<file path="src/rtl/clk_phase_pkg.sv">
// clk_phase_pkg: shared state encoding and phase index constants for clk_phase_sequencer
// Optional feature macro: CLK_PHASE_STEP_EN adds the STEP state.
package clk_phase_pkg;
  localparam int PH_FETCH  = 0;
  localparam int PH_DECODE = 1;
  localparam int PH_EXEC   = 2;
  localparam int PH_WB     = 3;
  localparam int PH_NUM    = 4;
  typedef enum logic [1:0] {
    IDLE,
    RUN,
    HALTING
`ifdef CLK_PHASE_STEP_EN
    , STEP
`endif
  } state_e;
endpackage

</file>
<file path="src/rtl/ce_divider.sv">
// ce_divider: programmable clock-enable divider, one tick every div_sel+1 cycles while run is high
// Ports: clk, reset (async active-low), run (count enable), load (latch div_sel, clear count),
//        div_sel (divide ratio), tick (one-cycle enable).
module ce_divider
  import clk_phase_pkg::*;
#(
  parameter int DIV_W = 4
) (
  input  logic             clk,
  input  logic             reset,
  input  logic             run,
  input  logic             load,
  input  logic [DIV_W-1:0] div_sel,
  output logic             tick
);
  logic [DIV_W-1:0] div_cnt_q, div_q;
  assign tick = run && (div_cnt_q == div_q);
  always_ff @(posedge clk or negedge reset)
    if (!reset) begin
      div_cnt_q <= '0;
      div_q     <= '0;
    end else if (load) begin
      div_cnt_q <= '0;
      div_q     <= div_sel;
    end else if (run) begin
      div_cnt_q <= tick ? '0 : div_cnt_q + 1'b1;
    end
endmodule

</file>
<file path="src/rtl/clk_phase_sequencer.sv">
// clk_phase_sequencer: sequences fetch/decode/execute/writeback clock enables at a divided rate
// Ports: clk, reset (async active-low), start, halt, step (only with CLK_PHASE_STEP_EN),
//        div_sel (divide ratio), phase_en (one-hot enables), instr_done, busy, instr_cnt.
// Optional feature macro: CLK_PHASE_STEP_EN.
module clk_phase_sequencer
  import clk_phase_pkg::*;
#(
  parameter int DIV_W = 4,
  parameter int CNT_W = 16
) (
  input  logic              clk,
  input  logic              reset,
  input  logic              start,
  input  logic              halt,
`ifdef CLK_PHASE_STEP_EN
  input  logic              step,
`endif
  input  logic [DIV_W-1:0]  div_sel,
  output logic [PH_NUM-1:0] phase_en,
  output logic              instr_done,
  output logic              busy,
  output logic [CNT_W-1:0]  instr_cnt
);
  state_e           state_q, state_d;
  logic [1:0]       ptr_q;
  logic [CNT_W-1:0] cnt_q;
  logic             tick, load;
  always_comb begin
    state_d = state_q;
    case (state_q)
`ifdef CLK_PHASE_STEP_EN
      IDLE:    state_d = start ? RUN : step ? STEP : IDLE;
`else
      IDLE:    state_d = start ? RUN : IDLE;
`endif
      RUN:     state_d = halt ? (instr_done ? IDLE : HALTING) : RUN;
      default: state_d = instr_done ? IDLE : state_q;
    endcase
  end
  assign load       = (state_q == IDLE) && (state_d != IDLE);
  assign busy       = state_q != IDLE;
  assign phase_en   = tick ? PH_NUM'(1) << ptr_q : '0;
  assign instr_done = tick && (ptr_q == 2'(PH_WB));
  assign instr_cnt  = cnt_q;
  ce_divider #(.DIV_W(DIV_W)) u_div (
    .clk     (clk),
    .reset   (reset),
    .run     (busy),
    .load    (load),
    .div_sel (div_sel),
    .tick    (tick)
  );
  always_ff @(posedge clk or negedge reset)
    if (!reset) begin
      state_q <= IDLE;
      ptr_q   <= '0;
      cnt_q   <= '0;
    end else begin
      state_q <= state_d;
      ptr_q   <= load ? '0 : tick ? ptr_q + 1'b1 : ptr_q;
      cnt_q   <= cnt_q + CNT_W'(instr_done);
    end
endmodule

</file>
<file path="config.mk">
export PLATFORM = sky130hd
export DESIGN_NAME = clk_phase_sequencer
export DESIGN_NICKNAME = d
export VERILOG_FILES = /design/src/rtl/clk_phase_pkg.sv /design/src/rtl/ce_divider.sv /design/src/rtl/clk_phase_sequencer.sv
export SDC_FILE = /design/constraint.sdc
export NUM_CORES = 1
export LEC_CHECK = 0
export ABC_AREA = 1
export CORE_MARGIN = 4
export CORE_UTILIZATION = 40
export CTS_CLUSTER_SIZE = 10
export DETAILED_ROUTE_END_ITERATION = 12
export HOLD_SLACK_MARGIN = 0.1
export PLACE_DENSITY = 0.72
export SKIP_LAST_GASP = 1
export SLEW_MARGIN = 20
export SYNTH_ARGS = -nofsm -noshare
export SYNTH_HDL_FRONTEND = slang
export SYNTH_HIERARCHICAL = 1
export SYNTH_SLANG_ARGS = --single-unit
</file>
<file path="constraint.sdc">
create_clock -name clk -period 2.2 [get_ports clk]
set_clock_uncertainty 0.05 [all_clocks]
set_input_delay 0.44 -clock clk [delete_from_list [all_inputs] [get_ports clk]]
set_output_delay 0.44 -clock clk [all_outputs]
set_load 0.02 [all_outputs]
</file>
Yosys cells after proc, flatten, opt, wreduce, memory -nomap -nowiden

Index checks and enable logic that the tools add are counted.

ROM bits: 0
Register bits: 28
Bits in latches: 0
Bits in writable memories: 0
Memories: 0

Bitwise gates (word level): 0
Shift operators: 1
Multipliers: 0
Eq/ne operators: 3
Order comparisons: 0
Add/sub/neg operators: 3
Muxes and demuxes: 11
Div/mod/pow operators: 0
Reductions and logical operators: 8

Operator list:

| cell                                             | number |
|---|---|
| adder 16 x 1 -> 16 bit                           | 1 |
| 2-to-1 mux 4 bit                                 | 4 |
| 2-to-1 mux 2 bit                                 | 5 |
| nonzero test 2 bit                               | 4 |
| adder 4 x 1 -> 4 bit (second input constant)     | 1 |
| == test 4 bit                                    | 1 |
| one-hot mux 2 bit (2 select lines)               | 1 |
| left shift 1 x 2 -> 4 bit (first input constant) | 1 |
| logical AND 1 bit                                | 3 |
| adder 2 x 1 -> 2 bit (second input constant)     | 1 |
| == test 2 x 1 -> 1 bit (second input constant)   | 1 |
| == test 2 bit (second input constant)            | 1 |
| zero test 2 bit                                  | 1 |
| 2-to-1 mux 1 bit                                 | 1 |

Logic depth before layout (Yosys ltp)

Gate-level depths: netlist of run 1.

Depth in word-level cells: 9
Mapped depth: 16

Modules after synthesis

The synthesis of run 1 kept the hierarchy.

By module, submodules not included:

| module              | instances | cells an instance | sequential area each (um2) | area each (um2) |
|---|---|---|---|---|
| clk_phase_sequencer | 1         | 133               | 500.5                      | 1079.8 |
| ce_divider          | 1         | 53                | 200.2                      | 447.9 |

Worst setup path before layout of run 1

OpenSTA, ideal clock, no wires.

Kind: register to register
Start: reg state_q[1]
End: reg cnt_q[14], in the netlist instr_cnt[14]
Period minus slack after synthesis: 2.568 ns
Arrival time: 2.401 ns
Path buffers: 1
Stages on the path, launching flop included: 17
Setup time: 0.117 ns
Setup slack: -0.368 ns
Data required time: 2.033 ns
Cells stage by stage: dfrtp_1 -> inv_1 -> nand2_1 -> nand2_1 -> nor2_2 -> nand3_2 -> inv_1 -> clkbuf_1 -> nand2_1 -> inv_1 -> ha_1 -> ha_1 -> nand2_1 -> nor2_1 -> nand3_1 -> nand2_1 -> nand2_1

Word-level cells in the longest chain between the ends: 4

Ends and longest elaborated chain:

| element                | line                      | RTL |
|---|---|---|
| start, declared        | clk_phase_sequencer.sv:24 | `state_e state_q, state_d;` |
| start signal, assigned | clk_phase_sequencer.sv:59 | `state_q <= state_d;` |
| nonzero test 2 bit     | clk_phase_sequencer.sv:41 | `assign busy = state_q != IDLE;` |
| via busy               | clk_phase_sequencer.sv:21 | `output logic busy,` |
| logical AND 1 bit      | ce_divider.sv:17          | `assign tick = run && (div_cnt_q == div_q);` |
| via tick               | clk_phase_sequencer.sv:27 | `logic tick, load;` |
| logical AND 1 bit      | clk_phase_sequencer.sv:43 | `assign instr_done = tick && (ptr_q == 2'(PH_WB));` |
| via instr_done         | clk_phase_sequencer.sv:20 | `output logic instr_done,` |
| adder 16 x 1 -> 16 bit | clk_phase_sequencer.sv:61 | `cnt_q <= cnt_q + CNT_W'(instr_done);` |
| end signal, assigned   | clk_phase_sequencer.sv:61 |  |
| end, declared          | clk_phase_sequencer.sv:26 | `logic [CNT_W-1:0] cnt_q;` |

The timed path passes the listed nets, and every way through them passes these cells.
A chain may end at the register's enable or synchronous reset.

Worst setup path in the final report of run 1

Start: reg state_q[0]
End: out busy

Word-level cells in the longest chain between the ends: 1

Ends and longest elaborated chain:

| element            | line |
|---|---|
| nonzero test 2 bit | clk_phase_sequencer.sv:41 |
| end, declared      | clk_phase_sequencer.sv:21 |

Every way passes these cells.

==> out/results.ini, run 1 <==
[placed_design]
dpl.hpwl_um = 2319
place.gp.congestion = 0.8452
portBuffers = 29

[critical_path]
cp_max_fo = 4
crit_start = state_q[0]
cp_cell_sequence = inv_1, nand2_4, buf_4, clkdlybuf4s50_1
cpMaxStageDelayCell = clkdlybuf4s50_1
ff2ff_path_depth = 12
critical_path.max_stage_delay_ns = 0.60
worst-setup-path-type = flip-flop to output port
start_kind = flip-flop
end_kind = output port
worst_r2r_startpoint = u_div/div_cnt_q[2]
arrival_ns = 1.52
cp.required_ns = 1.71

[die]
io_pins = 30
dieArea_um2 = 4872
fp-row-count = 22
dieHeight_um = 69.80
core_um2 = 3689
die_w_um = 69.80
initial_core_util_pct = 41.42

[finish]
diodes = 0
fillers = 341
layout_common_cells = 55 x nand2_1, 28 x dfrtp_1, 24 x inv_1, 24 x clkdlybuf4s50_1
area_delta_synth_final_pct = 32.02
final_common_cell = nand2_1
finalNetCount = 242
drive_gt1_share_pct = 16.81

[yosys]
synth_cells = 186
synthTopCellsByArea = dfrtp_1 46%, nand2_1 14%, inv_1 6.1%
ys_ff_latch = 28
synthesis.area_um2 = 1528
ys_types = 23
synth_top_area_share_pct = 45.86
synth-seq-area-share_pct = 45.86
synth_nets = 201
ys_warn_count = 6
syn_avg_cell_area_um2 = 8.214
synth_top_area_cell = dfrtp_1

[global_routing]
grt-ovfl-total = 0
grt_max_degree = 29
grt_pass1_vias = 1266
grt_usage_pct = 13.12
grt_pass1_wl_um = 5361
antenna_found_initial = 0

[route]
dr.first_iter.drc_count = 78
drc_errors = 0
drtAntennaViolNets = 0
vias = 1257
finalWirelength_um = 2943
firstDrtPassIters = 4
vias_per_cell = 4.588
wl_per_cell_um = 10.74

[timing]
period_minus_slack_ns = 2.006
max_slew_margin_pct = 76.84
fin_crit_sh_pct = 91.19
setup_viol = 0
hold_viol_final = 0
tns_ns = 0
max_freq_mhz = 498.5
rsz0062_at_grt = no
tightest_slew_ns = 0.3475
slew_violations = 0
whs_ns = 0.4609

[clock_network]
cts_setup_buffers = 0
path_clk_slew_ns = 0.10
cts.sinks = 28
cts_tree = built
numCtsBuffers = 3
cts_hold_buf = 0
htree_num_levels = 1
cts_buffer_depth = 2
worstSkewPairLatency_ns = 0.27
ctsRootBufferMaster = clkbuf_8

[power_and_ir_drop]
peakVddDrop_uv = 559.9
powerDensity_nw_per_um2 = 945.3
finalPower_mw = 1.907
leakage_nw = 0.9870

[min_path]
whs_path_depth = 2
min_path_type = flip-flop to flip-flop
hp-start = u_div/div_cnt_q[3]

[job]
maxCapViolCount = 0

[run_status]
outcome = finished clean

[cells by family (layout without fill, tap and decap cells)]
logic type      after synthesis  count (layout)  synth area share, %
xor+xnor                     10              10                5.733
mux                           2               2                1.474
compound gates                8               8                2.620
fa+ha+maj                     7               7                5.733
simple gates                101             101                30.47
flops                        28              28                45.86
buf+inv                      30              70                8.108
[critical path, delay by kind of cell (launching register included)]
kind	cells	cell delay, ns
flip-flops	1	0.37
AND/OR/NAND/NOR	1	0.07
buffers and inverters	3	0.80
[metrics by stage]
stage	util (%)	worst slack [ns]	std cells	instance area, um2
floorplan	-	0.03148	186	1573
detailed placement	53.29	0.07764	270	1966
CTS	55.05	0.03481	274	2031
finish	54.68	0.1939	274	2017
global route	54.68	0.01800	274	2017
global placement	53.29	0.08390	270	1966
[routing by layer]
metal  vias to the layer above  GRT usage, %  part of all wire (%)
li1                        660             -                     -
met1                       570         17.72                    49
met2                        25         21.20                    46
met3                         2         2.319                   3.9
met4                         0         4.255                  0.71
met5                         -             0                     0
[cells in the mapped netlist]
library cell / n
nand2_1: 56
dfrtp_1: 28
inv_1: 25
nor2_1: 14
nand3_1: 13
ha_1: 7
xor2_1: 6
nand4_1: 5
nor2_2: 5
xnor2_1: 4
a21oi_1: 3
nor2_4: 3
o21ai_0: 3
inv_2: 2
mux2_1: 2
nand2_2: 2
o21ai_1: 2
buf_4: 1
buf_6: 1
clkbuf_1: 1
nand2_4: 1
nand3_2: 1
nor3b_1: 1
[final cells by class]
cell class	count	area [um2]	area share, %
timing repair buffer	39	340.3	16.87
clock buffer	3	41.29	2.047
clock inverter	1	30.03	1.489
tap	48	60.06	2.978
multi-input combinational	128	743.2	36.85
sequential	28	700.7	34.74
inverter	27	101.3	5.025
[power breakdown]
group	switching (mW)	total (mW)	internal, mW
sequential	0.0925	0.733	0.641
clock	0.160	0.404	0.243
combinational	0.422	0.770	0.348
total	0.674	1.91	1.23
[worst paths after layout]
path,endpoint,slack (ns)
worst min-delay path,u_div/div_cnt_q[3],0.46
max in group asynchronous,ptr_q[1],1.36
worst max register to register,instr_cnt[14],0.23
min in group asynchronous,instr_cnt[15],0.48
worst min register to register,u_div/div_cnt_q[3],0.46
worst max-delay path,busy,0.19
[state kept, by name (all words and copies together) (netlist names)]
register         count
state_q              2
ptr_q                2
u_div/div_cnt_q      4
u_div/div_q          4
instr_cnt           16
[timing repair]
| item | 4_1_cts | 5_1_grt |
|---|---|---|
| hold endpoints to repair | 0 | 0 |
| endpoints found under the setup margin | 5 | 6 |
| pin swaps | 0 | 1 |
| resized for setup | 5 | 11 |
Power figures use the tool's default switching activity.
==> run 2: changes to the inputs <==
Settings changed: GPL_TIMING_DRIVEN set to 0.
==> out/results.ini, run 2 (same netlist as run 1, synthesis figures left out) <==
[route]
vias = 1254
dr.first_iter.drc_count = 78
firstDrtPassIters = 4
vias_per_cell = 4.593
finalWirelength_um = 3005
drc_errors = 0
drtAntennaViolNets = 0
wl_per_cell_um = 11.01

[run_status]
outcome = finished clean

[placed_design]
dpl.hpwl_um = 2222
portBuffers = 29
place.gp.congestion = 0.8700
place_area_um2 = 1918
dp_slack_ns = -0.2380
dp.cells = 263

[finish]
drive_gt1_share_pct = 18.67
finalNetCount = 242
final_common_cell = nand2_1
fin_cells = 273
stdcell_area_um2 = 2018
largest_reg_flops = 16
layout_common_cells = 53 x nand2_1, 26 x dfrtp_1, 23 x clkdlybuf4s50_1
diodes = 0
area_delta_synth_final_pct = 32.11

[clock_network]
cts_hold_buf = 0
numCtsBuffers = 3
ctsRootBufferMaster = clkbuf_8
htree_num_levels = 1
path_clk_slew_ns = 0.09
cts_tree = built
cts_buffer_depth = 2
cts.sinks = 28
worstSkewPairLatency_ns = 0.27

[power_and_ir_drop]
p_switching_mw = 0.6831
p_clk_share_pct = 15.4
pwr-share-comb_pct = 43.1
p_int_mw = 1.125
finalPower_mw = 1.808
seq_power_share_pct = 41.5
powerDensity_nw_per_um2 = 896.1
leakage_nw = 0.9684
switching_share_pct = 37.77
peakVddDrop_uv = 458.5

[timing]
max_slew_margin_pct = 58.82
tightest_slew_ns = 0.6178
max_freq_mhz = 482.7
hold_viol_final = 0
period_minus_slack_ns = 2.072
fin_crit_sh_pct = 94.18
setup_viol = 0
setup_ws_ns = 0.1281
tns_ns = 0
slew_violations = 0

[die]
fp-row-count = 22
core_um2 = 3689
dieArea_um2 = 4872
io_pins = 30
dieHeight_um = 69.80
die_w_um = 69.80
initial_core_util_pct = 41.42

[critical_path]
cp_max_fo = 7
arrival_ns = 1.58
start_kind = flip-flop
end_kind = output port
worst-setup-path-type = flip-flop to output port
cp.required_ns = 1.71

[global_routing]
grt_max_degree = 29
grt_usage_pct = 12.88
grt_pass1_vias = 1171
grt-ovfl-total = 0
grt_pass1_wl_um = 5085
antenna_found_initial = 0

[min_path]
min_path_type = input pin to async pin

[job]
maxCapViolCount = 0

run 2: changes by cell type in the layout (fill, tap and decap cells not counted), sizes merged:
cell,change
clkbuf,-5
buf,+3
clkdlybuf4s15,+3
bufinv,-1
clkdlybuf4s50,-1
run 2: worst max-delay path, cell delays in order, from the launching register on:
cell             delay, ns
dfrtp_1               0.37
inv_2                 0.06
nand2_4               0.08
nand2_1               0.07
nor2_2                0.09
nand3_2               0.11
inv_4                 0.12
nand2_1               0.05
inv_1                 0.05
clkdlybuf4s15_1       0.29
run 2: routing by layer:
metal	track usage [%]	part of all wire, %	up-vias
met3	1.449	2.1	5
li1	-	-	655
met4	6.383	1.9	0
met2	19.62	46	18
met5	0	0	-
met1	18.01	50	576
run 2: power by group through the flow:
stage	Clock, mW	Combinational (mW)	Sequential (mW)
final	0.279	0.779	0.751
after global routing	0.306	0.885	0.769
after CTS	0.294	0.727	0.747
after detailed placement	0	0.701	0.761
after global placement	0	0.689	0.758
after floorplan	0	0.520	0.752
run 2: cell type report:
class | instances | area [um2]
Timing Repair Buffer | 37 | 337.8
Clock buffer | 3 | 41.29
Sequential cell | 28 | 703.2
Buffer | 2 | 18.77
Tap cell | 48 | 60.06
Multi-Input combinational cell | 128 | 753.2
Inverter | 27 | 103.9
Fill cell | 357 | 1670
run 2: metrics by stage:
step,util (%),hold slack [ns]
2_1_floorplan,-,0.09441
3_3_place_gp,52.14,0.4387
4_1_cts,53.39,0.1464
3_5_place_dp,52.00,0.4437
6_report,54.72,0.1184
5_1_grt,54.72,0.1794
run 2: repair_timing:
item	in CTS	in global routing
pin swaps	1	3
gates resized for setup	15	10
setup buffers	2	6
endpoints found under the setup margin	8	11
run 2: path summary, 6_finish.rpt:
kind | start | slack (ns) | endpoint | cells after the start
setup / recovery | state_q[1] | 0.13 | phase_en[1] | 9
hold / removal | reset | 0.12 | instr_cnt[14] | 1
setup reg to reg | state_q[1] | 0.19 | instr_cnt[8] | 14
hold reg to reg | u_div/div_cnt_q[3] | 0.47 | u_div/div_cnt_q[3] | 2
max in group asynchronous | reset | 1.54 | u_div/div_cnt_q[0] | 1
min in group clk | u_div/div_cnt_q[3] | 0.47 | u_div/div_cnt_q[3] | 2
